File: config.mk
export PLATFORM = sky130hd
export DESIGN_NAME = fifo_256_credit_rd
export DESIGN_NICKNAME = d
export VERILOG_FILES = /design/src/rtl/fifo_256_credit_rd.sv
export SDC_FILE = /design/constraint.sdc
export NUM_CORES = 1
export LEC_CHECK = 0
export ABC_AREA = 1
export BUFFER_PORTS_ARGS = -buffer_cell sky130_fd_sc_hd__buf_4
export CAP_MARGIN = 20
export CELL_PAD_IN_SITES_DETAIL_PLACEMENT = 0
export CELL_PAD_IN_SITES_GLOBAL_PLACEMENT = 1
export CORE_MARGIN = 2
export CORE_UTILIZATION = 39
export DETAILED_ROUTE_END_ITERATION = 6
export PLACE_DENSITY_LB_ADDON = 0.1
export SYNTH_ARGS = -nofsm -noshare
export SYNTH_HDL_FRONTEND = slang
export SYNTH_SLANG_ARGS = --single-unit
File: constraint.sdc
create_clock -name clk -period 2.85 [get_ports clk]
set_clock_uncertainty 0.2 [all_clocks]
set_input_delay 0.1425 -clock clk [delete_from_list [all_inputs] [get_ports clk]]
set_output_delay 0.1425 -clock clk [all_outputs]
set_load 0.1 [all_outputs]
File: src/rtl/fifo_256_credit_rd.sv
// Read-side stage of fifo_256: two-entry skid buffer, packet framing and registered credit return.
// Optional stall counter enabled by defining FIFO_256_CREDIT_RD_STALL_CNT_EN.
module fifo_256_credit_rd #(
    parameter int DW           = 16,
    parameter int PKT_WORDS    = 16,
    parameter int CREDIT_WORDS = 16,
    parameter int CW           = $clog2(CREDIT_WORDS + 1)
) (
    input  logic          clk,
    input  logic          reset_n,
    input  logic [DW-1:0] fifo_data_i,
    input  logic          fifo_empty_i,
    output logic          fifo_rd_o,
    output logic [DW-1:0] out_data,
    output logic          out_last,
    output logic          out_valid,
    input  logic          out_ready,
    input  logic          credit_flush_i,
    output logic          credit_o,
    output logic [CW-1:0] credit_num_o,
    output logic [15:0]   stall_cnt_o
);

    localparam int PW = (PKT_WORDS > 1) ? $clog2(PKT_WORDS) : 1;
    localparam int EW = DW + 1;

    logic [EW-1:0] ent0_reg, ent0_next;
    logic [EW-1:0] ent1_reg, ent1_next;
    logic [1:0]    occ_reg, occ_next;
    logic [PW-1:0] pkt_cnt_reg, pkt_cnt_next;
    logic [CW-1:0] credit_cnt_reg, credit_cnt_next;
    logic [CW-1:0] credit_num_reg, credit_num_next;
    logic          credit_reg, credit_next;
    logic [CW-1:0] nc;
    logic          push, pop, push_last;
    logic [EW-1:0] push_ent;

    // Read gating depends only on buffer occupancy, never on out_ready.
    assign fifo_rd_o = reset_n & ~fifo_empty_i & (occ_reg != 2'd2);
    assign push      = fifo_rd_o;
    assign out_valid = (occ_reg != 2'd0);
    assign pop       = out_valid & out_ready;
    assign {out_last, out_data} = ent0_reg;

    assign push_last = (pkt_cnt_reg == PW'(PKT_WORDS - 1));
    assign push_ent  = {push_last, fifo_data_i};

    always_comb begin
        ent0_next    = ent0_reg;
        ent1_next    = ent1_reg;
        occ_next     = occ_reg;
        pkt_cnt_next = pkt_cnt_reg;
        case ({push, pop})
            2'b10: begin
                if (occ_reg == 2'd0) ent0_next = push_ent;
                else                 ent1_next = push_ent;
                occ_next = occ_reg + 2'd1;
            end
            2'b01: begin
                ent0_next = ent1_reg;
                occ_next  = occ_reg - 2'd1;
            end
            // Push implies occ<2 and pop implies occ>0, so this is occ==1: replace head.
            2'b11:   ent0_next = push_ent;
            default: ;
        endcase
        if (push) pkt_cnt_next = push_last ? '0 : pkt_cnt_reg + 1'b1;
    end

    always_comb begin
        nc              = credit_cnt_reg + CW'(pop);
        credit_next     = 1'b0;
        credit_num_next = '0;
        credit_cnt_next = nc;
        if ((nc == CW'(CREDIT_WORDS)) || (credit_flush_i && (nc != '0))) begin
            credit_next     = 1'b1;
            credit_num_next = nc;
            credit_cnt_next = '0;
        end
    end

    always_ff @(posedge clk or negedge reset_n) begin
        if (!reset_n) begin
            ent0_reg       <= '0;
            ent1_reg       <= '0;
            occ_reg        <= '0;
            pkt_cnt_reg    <= '0;
            credit_cnt_reg <= '0;
            credit_num_reg <= '0;
            credit_reg     <= 1'b0;
        end else begin
            ent0_reg       <= ent0_next;
            ent1_reg       <= ent1_next;
            occ_reg        <= occ_next;
            pkt_cnt_reg    <= pkt_cnt_next;
            credit_cnt_reg <= credit_cnt_next;
            credit_num_reg <= credit_num_next;
            credit_reg     <= credit_next;
        end
    end

    assign credit_o     = credit_reg;
    assign credit_num_o = credit_num_reg;

`ifdef FIFO_256_CREDIT_RD_STALL_CNT_EN
    logic [15:0] stall_cnt_reg;

    // Saturating count of cycles where a word is offered but not taken.
    always_ff @(posedge clk or negedge reset_n) begin
        if (!reset_n)
            stall_cnt_reg <= '0;
        else if (out_valid && !out_ready && (stall_cnt_reg != 16'hFFFF))
            stall_cnt_reg <= stall_cnt_reg + 16'd1;
    end

    assign stall_cnt_o = stall_cnt_reg;
`else
    assign stall_cnt_o = 16'h0;
`endif

endmodule

==> impl_metrics.tcl, run 1 <==
set metrics [dict create \
    track_usage_pct 14.9 \
    cts.repair_timing.setup_buffer_count 0 \
    setup.worst_path.start "occ_reg[0]" \
    power.leakage_uw 0.00163 \
    diodes 0 \
    max_freq_mhz 396 \
    grt_max_degree 52 \
    yosys_warnings 0 \
    detail_route.wirelength_um 5020 \
    crit_path_max_fanout 20 \
    globalplace.congestion 0.764 \
    floorplan.die.height_um 85.3 \
    globalRouteMet1Util_pct 20.7 \
    ioPinCount 62 \
    hold_path_class "in -> reg" \
    criticalPathCategory "reg -> reg" \
    rr_startpoint "occ_reg[0]" \
    route.antenna.remaining_nets 0 \
    routed_via_density 4.54 \
    fin_crit_ps 2520 \
    max-cap-violations 0 \
    rsz_0062_raised_after_global_routing "false" \
    grt.met3_usage_pct 3.40 \
    numCtsBuffers 5 \
    h_tree_depth_reported_by_cts 2 \
    drt_pass1_iterations 4 \
    nNetsFinal 378 \
    slew_headroom_pct 56.2 \
    cts_hold_repair.buffers 18 \
    drtIter0Drc 101 \
    timing.final.crit_share_pct 88.5 \
    worstReg2RegEnd "credit_num_o[4]" \
    finalHoldWorstSlack_ps 89.4 \
    cts.reportedPaths.clkPinSlew_ps 90 \
    floorplan.initialDensity_pct 40.4 \
    setup_total_negative_slack_ps 0 \
    finalSetupViolCount 0 \
    setup.worst_path.end "credit_num_o[4]" \
    place_hpwl_um 3360 \
    fp.coreArea_um2 6390 \
    dieArea_um2 7280 \
    clkLatencyLatePin_ps 290 \
    cts-root-buf "sky130_fd_sc_hd__clkbuf_8" \
    global_routing_met2_resource_utilization_pct 23.9 \
    timing_hold_violations_final 0 \
    final_max_slew_viol_count 0 \
    grt_overflow 0 \
    postSynthCellCount 292 \
    clock_tree_buf_depth 2 \
    synthDistinctLibCells 23 \
    grt_pass1_wl_um 8690 \
    startpoint_type "register" \
    detailroute.via_count 1942 \
    gr-max-usage-layer "met2" \
    die_width_um 85.3 \
    area.growth.synth_to_final_pct 20.8 \
    r2r_slack_ps 330 \
    post_cts.resized_instances 0 \
    ys_ff_latch 51 \
    routedWlPerCell_um 11.7 \
    row_count 29 \
    antenna_found_initial 0 \
    syn-mean-instance-area_um2 8.83 \
    tritoncts "yes" \
    final_cell_count_no_fill 428 \
    final_cell_area_um2 3110 \
    dpl-instance-area_um2 2860 \
    via_count_of_the_first_global_routing_pass 1839 \
    cp.arrival_ps 2550 \
    power.density_cell_area_nw_per_um2 1190 \
    syn-cell-area_um2 2580 \
    dp_cells 404 \
    place.port_buffers 45 \
    irDropWorstVdd_mv 0.546 \
    end_kind "register" \
    drc 0 \
    worst_ep_required_time_ps 2880 \
    run_status "completed" \
    max_slew.worst_pin.slew_ps 656 \
    drive_gt1_share_pct 19.4 \
    cts_num_sinks 51 \
    ys_seq_area_share_pct 49.5 \
    timing.reg2reg.worst_path_depth 13 \
]
-- power breakdown --
group / switching [uW] / internal [uW] / total (uW) / leakage, uW
Combinational: 1640 / 486 / 2130 / 0.000938
Clock: 219 / 164 / 383 / 0.0000371
Sequential: 190 / 1010 / 1200 / 0.000651
Total: 2050 / 1660 / 3720 / 0.00163
-- through the flow --
step	utilization, %	setup slack [ps]	total power (uW)
floorplan	-	317	2990
global placement	44.8	394	3340
detailed placement	44.8	341	3350
CTS	48.8	299	3760
global route	48.8	98.9	3970
finish	48.8	327	3720
-- critical path: stages, from the launching register on --
cell and delay (ps):
sky130_fd_sc_hd__dfrtp_1 480, sky130_fd_sc_hd__nor2_4 230, sky130_fd_sc_hd__inv_6 70, sky130_fd_sc_hd__nand2_8 170, sky130_fd_sc_hd__inv_1 90, sky130_fd_sc_hd__ha_1 220
sky130_fd_sc_hd__ha_1 280, sky130_fd_sc_hd__inv_1 90, sky130_fd_sc_hd__nand2_1 60, sky130_fd_sc_hd__nor2_1 180, sky130_fd_sc_hd__nand2_1 90, sky130_fd_sc_hd__nand2_1 80
sky130_fd_sc_hd__nand2_1 100, sky130_fd_sc_hd__nor2_1 110
-- cell type report --
| class | instances | area [um^2] |
|---|---|---|
| clock buffers | 6 | 72.6 |
| multi-input cells | 199 | 1020 |
| well taps | 77 | 96.3 |
| inverters | 30 | 118 |
| fillers | 639 | 3270 |
| repair buffers | 65 | 533 |
| flip-flops and latches | 51 | 1280 |
-- synth_stat cells --
cell type	n	area, um^2
sky130_fd_sc_hd__a21oi_1	3	15.0
sky130_fd_sc_hd__buf_12	3	60.1
sky130_fd_sc_hd__buf_2	3	15.0
sky130_fd_sc_hd__buf_4	16	120
sky130_fd_sc_hd__buf_6	1	11.3
sky130_fd_sc_hd__clkbuf_1	4	15.0
sky130_fd_sc_hd__conb_1	1	3.75
sky130_fd_sc_hd__dfrtp_1	51	1280
sky130_fd_sc_hd__ha_1	5	62.6
sky130_fd_sc_hd__inv_1	29	109
sky130_fd_sc_hd__inv_6	1	8.76
sky130_fd_sc_hd__nand2_1	90	338
sky130_fd_sc_hd__nand2_4	1	11.3
sky130_fd_sc_hd__nand2_8	3	60.1
sky130_fd_sc_hd__nand3_1	15	75.1
sky130_fd_sc_hd__nand3_2	8	80.1
sky130_fd_sc_hd__nand4_1	3	18.8
sky130_fd_sc_hd__nor2_1	13	48.8
sky130_fd_sc_hd__nor2_4	2	22.5
sky130_fd_sc_hd__nor2_8	1	20.0
sky130_fd_sc_hd__o21ai_0	36	180
sky130_fd_sc_hd__xnor2_1	2	17.5
sky130_fd_sc_hd__xor2_1	1	8.76
-- cells by family after synthesis --
kind of cell	after synthesis	share of synthesized area [%]
AOI/OAI and AO/OA	39	7.57
other	1	0.145
xor gates and xnor gates	3	1.02
and+or+nand+nor	136	26.2
DFF	51	49.5
adders and majority gates	5	2.43
buffers and inverters	57	13.2
-- how the worst min path moves through the flow --
stage	from	cells past startpoint	slack, ps	endpoint
floorplan	reset_n	0	-350	credit_cnt_reg[0]
global placement	reset_n	2	120	pkt_cnt_reg[2]
detailed placement	reset_n	2	120	ent1_reg[0]
CTS	out_ready	4	80	ent0_reg[8]
global route	out_ready	4	90	ent0_reg[13]
finish	out_ready	4	90	ent0_reg[13]
-- placed cells by master, fill, tap and decap left out, types with 2 or more instances in the layout --
master and count:
sky130_fd_sc_hd__nor2_4 2, sky130_fd_sc_hd__conb_1 16, sky130_fd_sc_hd__dlygate4sd3_1 18, sky130_fd_sc_hd__dfrtp_1 51
sky130_fd_sc_hd__xnor2_1 2, sky130_fd_sc_hd__clkbuf_8 5, sky130_fd_sc_hd__buf_4 47, sky130_fd_sc_hd__o21ai_0 36
sky130_fd_sc_hd__ha_1 5, sky130_fd_sc_hd__inv_1 29, sky130_fd_sc_hd__nand3_2 8, sky130_fd_sc_hd__nand4_1 3
sky130_fd_sc_hd__nand2_8 3, sky130_fd_sc_hd__nand2_1 90, sky130_fd_sc_hd__a21oi_1 3, sky130_fd_sc_hd__nand3_1 15
sky130_fd_sc_hd__nor2_1 13
-- layer usage --
layer  wire (um)  vias to the layer above
li1            -                     1001
met1        2500                      894
met2        2310                       45
met3         192                        2
met4          23                        0
met5           0                        -
Power figures use the tool's default switching activity.
==> run 2: changes to the inputs <==
==> constraint.sdc (replaced) <==
create_clock -name clk -period 3.2 [get_ports clk]
set_clock_uncertainty 0.2 [all_clocks]
set_input_delay 0.16 -clock clk [delete_from_list [all_inputs] [get_ports clk]]
set_output_delay 0.16 -clock clk [all_outputs]
set_load 0.1 [all_outputs]
==> run 2 against run 1 <==
Via count decreased by 0.72%; clock-buffer cell count increased by 1; register-to-register slack improved by 360 ps; setup slack improved by 360 ps; largest cell class unchanged; critical path type unchanged; critical endpoint is now credit_cnt_reg[2]; sequential cell count unchanged.
==> impl_metrics.tcl, run 2 (same netlist as run 1, synthesis figures left out) <==
set metrics [dict create \
    max_slew.worst_pin.slew_ps 658 \
    via_count_of_the_first_global_routing_pass 1736 \
    cts_num_sinks 51 \
    place.port_buffers 45 \
    drtIter0Drc 106 \
    ioPinCount 62 \
    irDropWorstVdd_mv 0.564 \
    floorplan.initialDensity_pct 40.4 \
    hold_path_class "in -> reg" \
    final_max_slew_viol_count 0 \
    criticalPathCategory "reg -> reg" \
    detailroute.via_count 1928 \
    grt_max_degree 52 \
    power.density_cell_area_nw_per_um2 1070 \
    finalSetupViolCount 0 \
    grt_pass1_wl_um 8410 \
    timing.final.crit_share_pct 78.5 \
    startpoint_type "register" \
    final.setup.worst_slack_ps 688 \
    area.growth.synth_to_final_pct 21.2 \
    timing_hold_violations_final 0 \
    numCtsBuffers 5 \
    h_tree_depth_reported_by_cts 2 \
    globalplace.congestion 0.734 \
    diodes 0 \
    cts_hold_repair.buffers 18 \
    setup_total_negative_slack_ps 0 \
    die_width_um 85.3 \
    rsz_0062_raised_after_global_routing "false" \
    tritoncts "yes" \
    track_usage_pct 14.5 \
    post_cts.resized_instances 0 \
    fin_crit_ps 2510 \
    cp.arrival_ps 2540 \
    dieArea_um2 7280 \
    drt_pass1_iterations 4 \
    max-cap-violations 0 \
    end_kind "register" \
    layout.cells.most_common_list "sky130_fd_sc_hd__nand2_1, sky130_fd_sc_hd__dfrtp_1, sky130_fd_sc_hd__buf_4" \
    place_worst_setup_slack_ps 701 \
    antenna_found_initial 0 \
    floorplan.die.height_um 85.3 \
    cts.repair_timing.setup_buffer_count 0 \
    max_freq_mhz 398 \
    drc 0 \
    place_hpwl_um 3340 \
    nNetsFinal 378 \
    cts.reportedPaths.clkPinSlew_ps 90 \
    cts-root-buf "sky130_fd_sc_hd__clkbuf_8" \
    detail_route.wirelength_um 4950 \
    worst_ep_required_time_ps 3230 \
    crit_path_max_fanout 20 \
    slew_headroom_pct 56.2 \
    routed_via_density 4.48 \
    route.antenna.remaining_nets 0 \
    routedWlPerCell_um 11.5 \
    grt_overflow 0 \
    mostFrequentLayoutCell "sky130_fd_sc_hd__nand2_1" \
    drive_gt1_share_pct 19.5 \
    clkLatencyLatePin_ps 300 \
    row_count 29 \
    power.leakage_uw 0.00163 \
    run_status "completed" \
    clock_tree_buf_depth 2 \
    fp.coreArea_um2 6390 \
]
run 2: cell types whose count changed in the layout (fill, tap and decap cells not counted):
cell,before,now
sky130_fd_sc_hd__clkinv_2,0,1
sky130_fd_sc_hd__clkbuf_1,1,2
run 2: stage by stage:
stage	util (%)	cell area, um^2	std cells	hold WS [ps]	total power (uW)
6_report	48.9	3120	430	88.1	3330
5_1_grt	48.9	3120	430	94.2	3550
4_1_cts	48.9	3120	430	85.2	3370
3_5_place_dp	44.8	2860	404	136	2990
3_3_place_gp	44.8	2860	404	143	2980
2_1_floorplan	-	2630	307	-336	2660
run 2: metal layers:
metal  vias up  share of wire (%)  global-route usage, %
met2        44                 44                   21.9
met1       880                 50                   20.9
met5         -                  0                      0
met4         0                1.2                   3.90
met3         7                4.4                   3.40
li1        997                  -                      -
run 2: final timing paths:
check | from | to | slack [ps] | depth (start not counted)
worst min register to register | ent1_reg[1] | ent1_reg[1] | 290 | 2
worst max register to register | occ_reg[0] | credit_cnt_reg[2] | 690 | 13
min in group asynchronous | reset_n | ent1_reg[0] | 310 | 3
worst min-delay path | out_ready | ent0_reg[10] | 90 | 4
worst max-delay path | occ_reg[0] | credit_cnt_reg[2] | 690 | 13
max in group asynchronous | reset_n | credit_cnt_reg[2] | 2030 | 3
run 2: worst max-delay path: stages, from the launching register on:
cell and delay, ps:
sky130_fd_sc_hd__dfrtp_1 480, sky130_fd_sc_hd__nor2_4 230, sky130_fd_sc_hd__inv_6 70, sky130_fd_sc_hd__nand2_8 170, sky130_fd_sc_hd__inv_1 90, sky130_fd_sc_hd__ha_1 220
sky130_fd_sc_hd__ha_1 270, sky130_fd_sc_hd__inv_1 90, sky130_fd_sc_hd__nand2_1 60, sky130_fd_sc_hd__nor2_1 180, sky130_fd_sc_hd__nand2_1 100, sky130_fd_sc_hd__nand2_1 70
sky130_fd_sc_hd__nand2_1 100, sky130_fd_sc_hd__nor2_1 120
run 2: layout make-up:
type                            instances  area, um^2
Fill cell                             652        3260
Timing Repair Buffer                   65         533
Clock inverter                          1        5.00
Multi-Input combinational cell        199        1020
Tap cell                               77        96.3
Clock buffer                            7        76.3
Sequential cell                        51        1280
Inverter                               30         118
run 2: power breakdown:
part	total [uW]	switching (uW)	internal [uW]	leakage (uW)
registers	1070	170	902	0.000651
clock network	364	210	154	0.0000422
logic	1900	1460	433	0.000938
